**config.mk**
```make
export PLATFORM = sky130hd
export DESIGN_NAME = ctrl_pipe
export DESIGN_NICKNAME = d
export VERILOG_FILES = /design/src/rtl/ctrl_pipe_pkg.sv /design/src/rtl/ctrl_stage_reg.sv /design/src/rtl/ctrl_pipe.sv
export SDC_FILE = /design/constraint.sdc
export NUM_CORES = 1
export LEC_CHECK = 0
export CAP_MARGIN = 0
export CORE_MARGIN = 5
export CORE_UTILIZATION = 45
export DETAILED_ROUTE_END_ITERATION = 10
export GPL_ROUTABILITY_DRIVEN = 0
export PLACE_DENSITY = 0.79
export SLEW_MARGIN = 0
export SYNTH_ARGS = -nofsm -noshare
export SYNTH_HDL_FRONTEND = slang
export SYNTH_SLANG_ARGS = --single-unit
```
**constraint.sdc**
```tcl
create_clock -name clk -period 2.3 [get_ports clk]
set_clock_uncertainty 0.15 [all_clocks]
set_input_delay 0.46 -clock clk [delete_from_list [all_inputs] [get_ports clk]]
set_output_delay 0.46 -clock clk [all_outputs]
set_load 0.005 [all_outputs]
```
**src/rtl/ctrl_pipe_pkg.sv**
```systemverilog
// Shared constants and helpers for the pipeline control-register chain.
// Holds stage indices, default widths and control-word bit positions.
package ctrl_pipe_pkg;

    localparam int unsigned STG_E = 0;
    localparam int unsigned STG_M = 1;
    localparam int unsigned STG_W = 2;

    localparam int unsigned CTRL_W       = 24;
    localparam int unsigned RETIRE_CNT_W = 32;

    // Control-word packing used by the decoders feeding ctrl_d.
    localparam int unsigned BIT_MEMTOREG   = 0;
    localparam int unsigned BIT_REGWRITE   = 1;
    localparam int unsigned BIT_HILO_WRITE = 2;
    localparam int unsigned BIT_MEMEN      = 3;
    localparam int unsigned BIT_CP0WE      = 4;
    localparam int unsigned ALUCTRL_LSB    = 5;
    localparam int unsigned ALUCTRL_W      = 8;

    typedef enum logic [1:0] {
        ActLoad,
        ActHold,
        ActBubble,
        ActClear
    } stage_act_e;

    // Flush beats stall, stall beats an upstream bubble, otherwise load.
    function automatic stage_act_e stage_action(input logic flush,
                                                input logic stall,
                                                input logic up_stall);
        if (flush) begin
            return ActClear;
        end
        if (stall) begin
            return ActHold;
        end
        if (up_stall) begin
            return ActBubble;
        end
        return ActLoad;
    endfunction

endpackage

```
**src/rtl/ctrl_stage_reg.sv**
```systemverilog
// One pipeline control register: word, valid and held flag with
// clear / hold / bubble / load selection.
module ctrl_stage_reg
    import ctrl_pipe_pkg::*;
#(
    parameter int unsigned W = CTRL_W
) (
    input  logic         clk_i,
    input  logic         rst_ni,
    input  logic [W-1:0] up_word_i,
    input  logic         up_valid_i,
    input  logic         up_stall_i,
    input  logic         stall_i,
    input  logic         flush_i,
    output logic [W-1:0] word_o,
    output logic         valid_o,
    output logic         held_o
);

    logic [W-1:0] word_d, word_q;
    logic         valid_d, valid_q;
    logic         held_d, held_q;
    stage_act_e   act;

    always_comb begin
        act     = stage_action(flush_i, stall_i, up_stall_i);
        word_d  = word_q;
        valid_d = valid_q;
        held_d  = held_q;
        unique case (act)
            ActClear: begin
                word_d  = '0;
                valid_d = 1'b0;
                held_d  = 1'b0;
            end
            ActHold: begin
                word_d  = word_q;
                valid_d = valid_q;
                held_d  = held_q;
            end
            ActBubble: begin
                word_d  = '0;
                valid_d = 1'b0;
                held_d  = 1'b1;
            end
            ActLoad: begin
                // Invalid slots carry zero so no write enable leaks through.
                word_d  = up_valid_i ? up_word_i : '0;
                valid_d = up_valid_i;
                held_d  = 1'b0;
            end
            default: begin
                word_d  = '0;
                valid_d = 1'b0;
                held_d  = 1'b0;
            end
        endcase
    end

    always_ff @(posedge clk_i or negedge rst_ni) begin
        if (!rst_ni) begin
            word_q  <= '0;
            valid_q <= 1'b0;
            held_q  <= 1'b0;
        end else begin
            word_q  <= word_d;
            valid_q <= valid_d;
            held_q  <= held_d;
        end
    end

    assign word_o  = word_q;
    assign valid_o = valid_q;
    assign held_o  = held_q;

endmodule

```
**src/rtl/ctrl_pipe.sv**
```systemverilog
// Pipeline control-register chain from decode through NSTAGE stages,
// with per-stage valid/held flags and a retire counter on the last stage.
module ctrl_pipe
    import ctrl_pipe_pkg::*;
#(
    parameter int unsigned NSTAGE = 3,
    parameter int unsigned W      = CTRL_W,
    parameter int unsigned CNT_W  = RETIRE_CNT_W
) (
    input  logic                clk,
    input  logic                rst,
    input  logic [W-1:0]        ctrl_d,
    input  logic                valid_d,
    input  logic [NSTAGE-1:0]   stall,
    input  logic [NSTAGE-1:0]   flush,
    output logic [NSTAGE*W-1:0] ctrl_q,
    output logic [NSTAGE-1:0]   valid_q,
    output logic [NSTAGE-1:0]   held_q,
    output logic [CNT_W-1:0]    retire_cnt
);

    localparam int unsigned Last = NSTAGE - 1;

    logic [CNT_W-1:0] retire_cnt_d, retire_cnt_q;
    logic             retire;

    for (genvar i = 0; i < NSTAGE; i++) begin : g_stage
        logic [W-1:0] up_word;
        logic         up_valid;
        logic         up_stall;

        if (i == 0) begin : g_first
            assign up_word  = ctrl_d;
            assign up_valid = valid_d;
            assign up_stall = 1'b0;
        end else begin : g_chain
            assign up_word  = ctrl_q[(i-1)*W +: W];
            assign up_valid = valid_q[i-1];
            // An upstream stall bubbles here even when that stage is also flushed.
            assign up_stall = stall[i-1];
        end

        ctrl_stage_reg #(
            .W (W)
        ) u_reg (
            .clk_i      (clk),
            .rst_ni     (rst),
            .up_word_i  (up_word),
            .up_valid_i (up_valid),
            .up_stall_i (up_stall),
            .stall_i    (stall[i]),
            .flush_i    (flush[i]),
            .word_o     (ctrl_q[i*W +: W]),
            .valid_o    (valid_q[i]),
            .held_o     (held_q[i])
        );
    end

    always_comb begin
        retire       = valid_q[Last] & ~stall[Last] & ~flush[Last];
        retire_cnt_d = retire_cnt_q + CNT_W'(retire);
    end

    always_ff @(posedge clk or negedge rst) begin
        if (!rst) begin
            retire_cnt_q <= '0;
        end else begin
            retire_cnt_q <= retire_cnt_d;
        end
    end

    assign retire_cnt = retire_cnt_q;

endmodule

```
==> run summary <==
status -> finished, final reports clean
DRT met1 WL -> 4570 um
count of synthesis-stage warnings from yosys -> 0
time the final worst path needs with I/O delays and setup -> 2200 ps
end-of-flow core utilization -> 65.9%
effective utilization at floorplan -> 46.0%
Worst Path Arrival -> 2300 ps
wire length of the first global-routing pass -> 16800 um
antenna diode count -> 0
vias post-DR -> 3036
number of detailed-route iterations in the first pass -> 4
Post-DP Area -> 5870 sq um
number of synthesized register bits -> 110
critical path's most frequent cell -> sky130_fd_sc_hd__nand4_1
deepest clock path buffer count -> 2
antenna violations before repair -> 0
highest metal layer with signal wires -> met4
CTS Sinks -> 110
multi-input combinational cell area -> 1400 sq um
met2 wire length -> 5110 um
total CTS buffers -> 9
Site Rows -> 35
maximum net fanout on the critical path -> 5
max-slew violation count -> 0
R2R Setup Slk -> 370 ps
total die area -> 11500 sq um
Avg Cell Area, Syn -> 13.9 sq um
CTS tree -> done
library cell with the largest summed area after synthesis -> sky130_fd_sc_hd__dfrtp_1
cell with the largest stage delay on the worst path -> sky130_fd_sc_hd__nor4_4
gate count of the mapped netlist -> 306
cell types with the largest area share after synthesis -> sky130_fd_sc_hd__dfrtp_1, sky130_fd_sc_hd__a22o_1, sky130_fd_sc_hd__xnor2_1
CP Class -> in -> reg
Boundary Pins -> 143
WP data required -> 2410 ps
post-layout worst setup margin -> 102 ps
startpoint kind of the worst setup timing path -> primary input
Reg-to-Reg End -> retire_cnt[31]$_DFF_PN0_
detailed placer's ending HPWL -> 7840 um
H-tree levels -> 3
Via-to-Cell Ratio -> 5.15
count of cells along the worst register-to-register path -> 6
hold wc startpoint -> retire_cnt[31]$_DFF_PN0_
total gr overflow -> 0
cells along the critical path -> clkdlybuf4s50_1 -> nor2_2 -> and2_1 -> ha_2 -> nand4_1 -> nor4_4 -> nand4_1 -> xnor2_1
Final period util -> 95.6%
overall track demand over capacity in global routing -> 18.6%
Final Hold Violating Endpoints -> 0
mean routed wirelength per cell -> 17.6 um
relative slew slack -> 60.4%
Core Region -> 9240 sq um
final hold slack -> 342 ps
worst hold path endpoint -> retire_cnt[31]$_DFF_PN0_
Place WS -> -398 ps
insertion delay to the later sink of the worst-skew pair -> 360 ps
kind of cell adding the most delay to the critical path -> simple AND/OR/NAND/NOR gates
Slew @ Worst Pin -> 593 ps
leakage power total -> 2.79 nW
cell depth of the worst hold path -> 1
Chip Width -> 107 um
Non-Filler Cell Area, Final -> 6090 sq um
number of distinct standard cells referenced by the synthesized netlist -> 27
critical path capture point type -> flop
number of nets in the synthesized netlist -> 343
final count of negative-setup-slack endpoints -> 0
number of global-route vias before repair -> 3165
total design power -> 3.28 mW
area grow syn2layout -> 43.3%
sequential element share of the synthesized area -> 64.8%
drt drc -> 0
Die Y -> 107 um
Clock transition at path regs -> 100 ps
met3 layer wire length in the routed design -> 570 um
mapped cell area -> 4250 sq um
maximum operating frequency -> 455 MHz
largest net degree at the start of global routing -> 41
area taken by flip-flops and latches -> 2750 sq um
source of the worst register-to-register timing path -> g_stage[2].u_reg.valid_o$_DFFE_PN0P_
number of violations reported at the end of detailed-routing iteration 0 -> 115
Peak supply drop -> 333 uV
number of nets still failing antenna checks after routing -> 0
share of Yosys cell area claimed by the top area cell type -> 64.8%
Pwr Density -> 539 nW/um^2
max_cap viols -> 0
fin nets -> 493
Buffers on Ports -> 142
combined buffer and inverter count along the critical path -> 1
Hold WC Path Type -> reg -> reg
cell at the root of the clock tree -> sky130_fd_sc_hd__clkbuf_8
fill count -> 686
drt total wl -> 10400 um
fraction of final layout cells sized beyond drive strength 1 -> 10.4%
maximum single-stage delay on the critical path -> 440 ps
==> Yosys cell counts <==
master and n:
sky130_fd_sc_hd__dfrtp_1 110, sky130_fd_sc_hd__a22o_1 72, sky130_fd_sc_hd__xnor2_1 24, sky130_fd_sc_hd__clkbuf_1 13, sky130_fd_sc_hd__nand3_1 11, sky130_fd_sc_hd__nand4_1 10
sky130_fd_sc_hd__nand2_1 9, sky130_fd_sc_hd__nor2_1 8, sky130_fd_sc_hd__xor2_1 7, sky130_fd_sc_hd__buf_4 6, sky130_fd_sc_hd__and2_1 4, sky130_fd_sc_hd__ha_1 4
sky130_fd_sc_hd__a21o_1 3, sky130_fd_sc_hd__and3_1 3, sky130_fd_sc_hd__and4_1 3, sky130_fd_sc_hd__inv_1 3, sky130_fd_sc_hd__a21oi_1 2, sky130_fd_sc_hd__mux2_2 2
sky130_fd_sc_hd__nor2_2 2, sky130_fd_sc_hd__nor3_1 2, sky130_fd_sc_hd__nor4_4 2, sky130_fd_sc_hd__buf_2 1, sky130_fd_sc_hd__buf_6 1, sky130_fd_sc_hd__nand3_2 1
sky130_fd_sc_hd__nand4_4 1, sky130_fd_sc_hd__nor2b_1 1, sky130_fd_sc_hd__nor3b_2 1
==> what timing repair did <==
action                     4_1_cts  5_1_grt
buffers inserted                 0        1
cloned                           0        0
pin swaps                        1        3
hold buffers                     1        0
gates resized for setup          0        5
hold endpoints to repair        37        0
setup endpoints to repair        1       41
==> state kept, by name (all words and copies together) (netlist names) <==
signal / flops
g_stage.u_reg.valid_o: 3
retire_cnt: 32
g_stage.u_reg.word_o: 72
g_stage.u_reg.held_o: 3
==> layout make-up <==
class | count | share of cell area (%)
inverters | 3 | 0.185
clock buffers | 11 | 2.32
repair buffers | 160 | 26.0
multi-input cells | 172 | 22.9
well taps | 129 | 2.65
flip-flops and latches | 110 | 45.2
clock inverters | 5 | 0.658
==> worst max path at each step <==
stage,cells past startpoint,from,slack (ps),end
6_report,8,flush[2],100,retire_cnt[31]$_DFF_PN0_
5_1_grt,8,flush[2],-10,retire_cnt[31]$_DFF_PN0_
4_1_cts,9,stall[2],20,retire_cnt[14]$_DFF_PN0_
3_5_place_dp,8,stall[2],-400,retire_cnt[31]$_DFF_PN0_
2_1_floorplan,8,stall[2],240,retire_cnt[18]$_DFF_PN0_
3_3_place_gp,8,stall[2],-310,retire_cnt[31]$_DFF_PN0_
==> through the flow <==
stage | cells | setup TNS [ps]
after floorplan | 306 | 0
after global placement | 572 | -11980
after detailed placement | 572 | -14280
after CTS | 589 | 0
after global routing | 590 | -21.2
final | 590 | 0
==> report_power, final <==
part	switching [mW]	internal [mW]	leakage [nW]	total [mW]
registers	0.0201	1.96	1.52	1.98
logic	0.101	0.122	1.17	0.223
clock network	0.647	0.437	0.0947	1.08
total	0.769	2.52	2.79	3.28
==> cells by family after synthesis <==
group                      after synthesis  share of synthesized area (%)
DFF                                    110                           64.8
AOI/OAI and AO/OA                       77                           15.6
and+or+nand+nor                         58                           8.63
xor gates and xnor gates                31                           6.39
buffers and inverters                   24                           2.86
adders and majority gates                4                           1.18
muxes                                    2                          0.530
==> cell usage in the layout (no fill, tap or decap), drive strengths merged <==
cell	n
a21o	3
a21oi	2
a22o	72
and2	4
and3	3
and4	3
buf	18
clkbuf	11
clkdlybuf4s50	140
clkinv	2
dfrtp	110
dlygate4sd3	1
dlymetal6s2s	1
ha	4
inv	6
mux2	2
nand2	9
nand3	12
nand4	11
nor2	10
nor2b	1
nor3	2
nor3b	1
nor4	2
xnor2	24
xor2	7
==> layer usage <==
| metal | up-vias | GRT usage, % |
|---|---|---|
| met3 | 11 | 3.91 |
| met5 | - | 0 |
| met2 | 93 | 29.9 |
| met1 | 1502 | 25.2 |
| met4 | 0 | 6.03 |
| li1 | 1430 | - |
(Power assumes the default switching activity.)
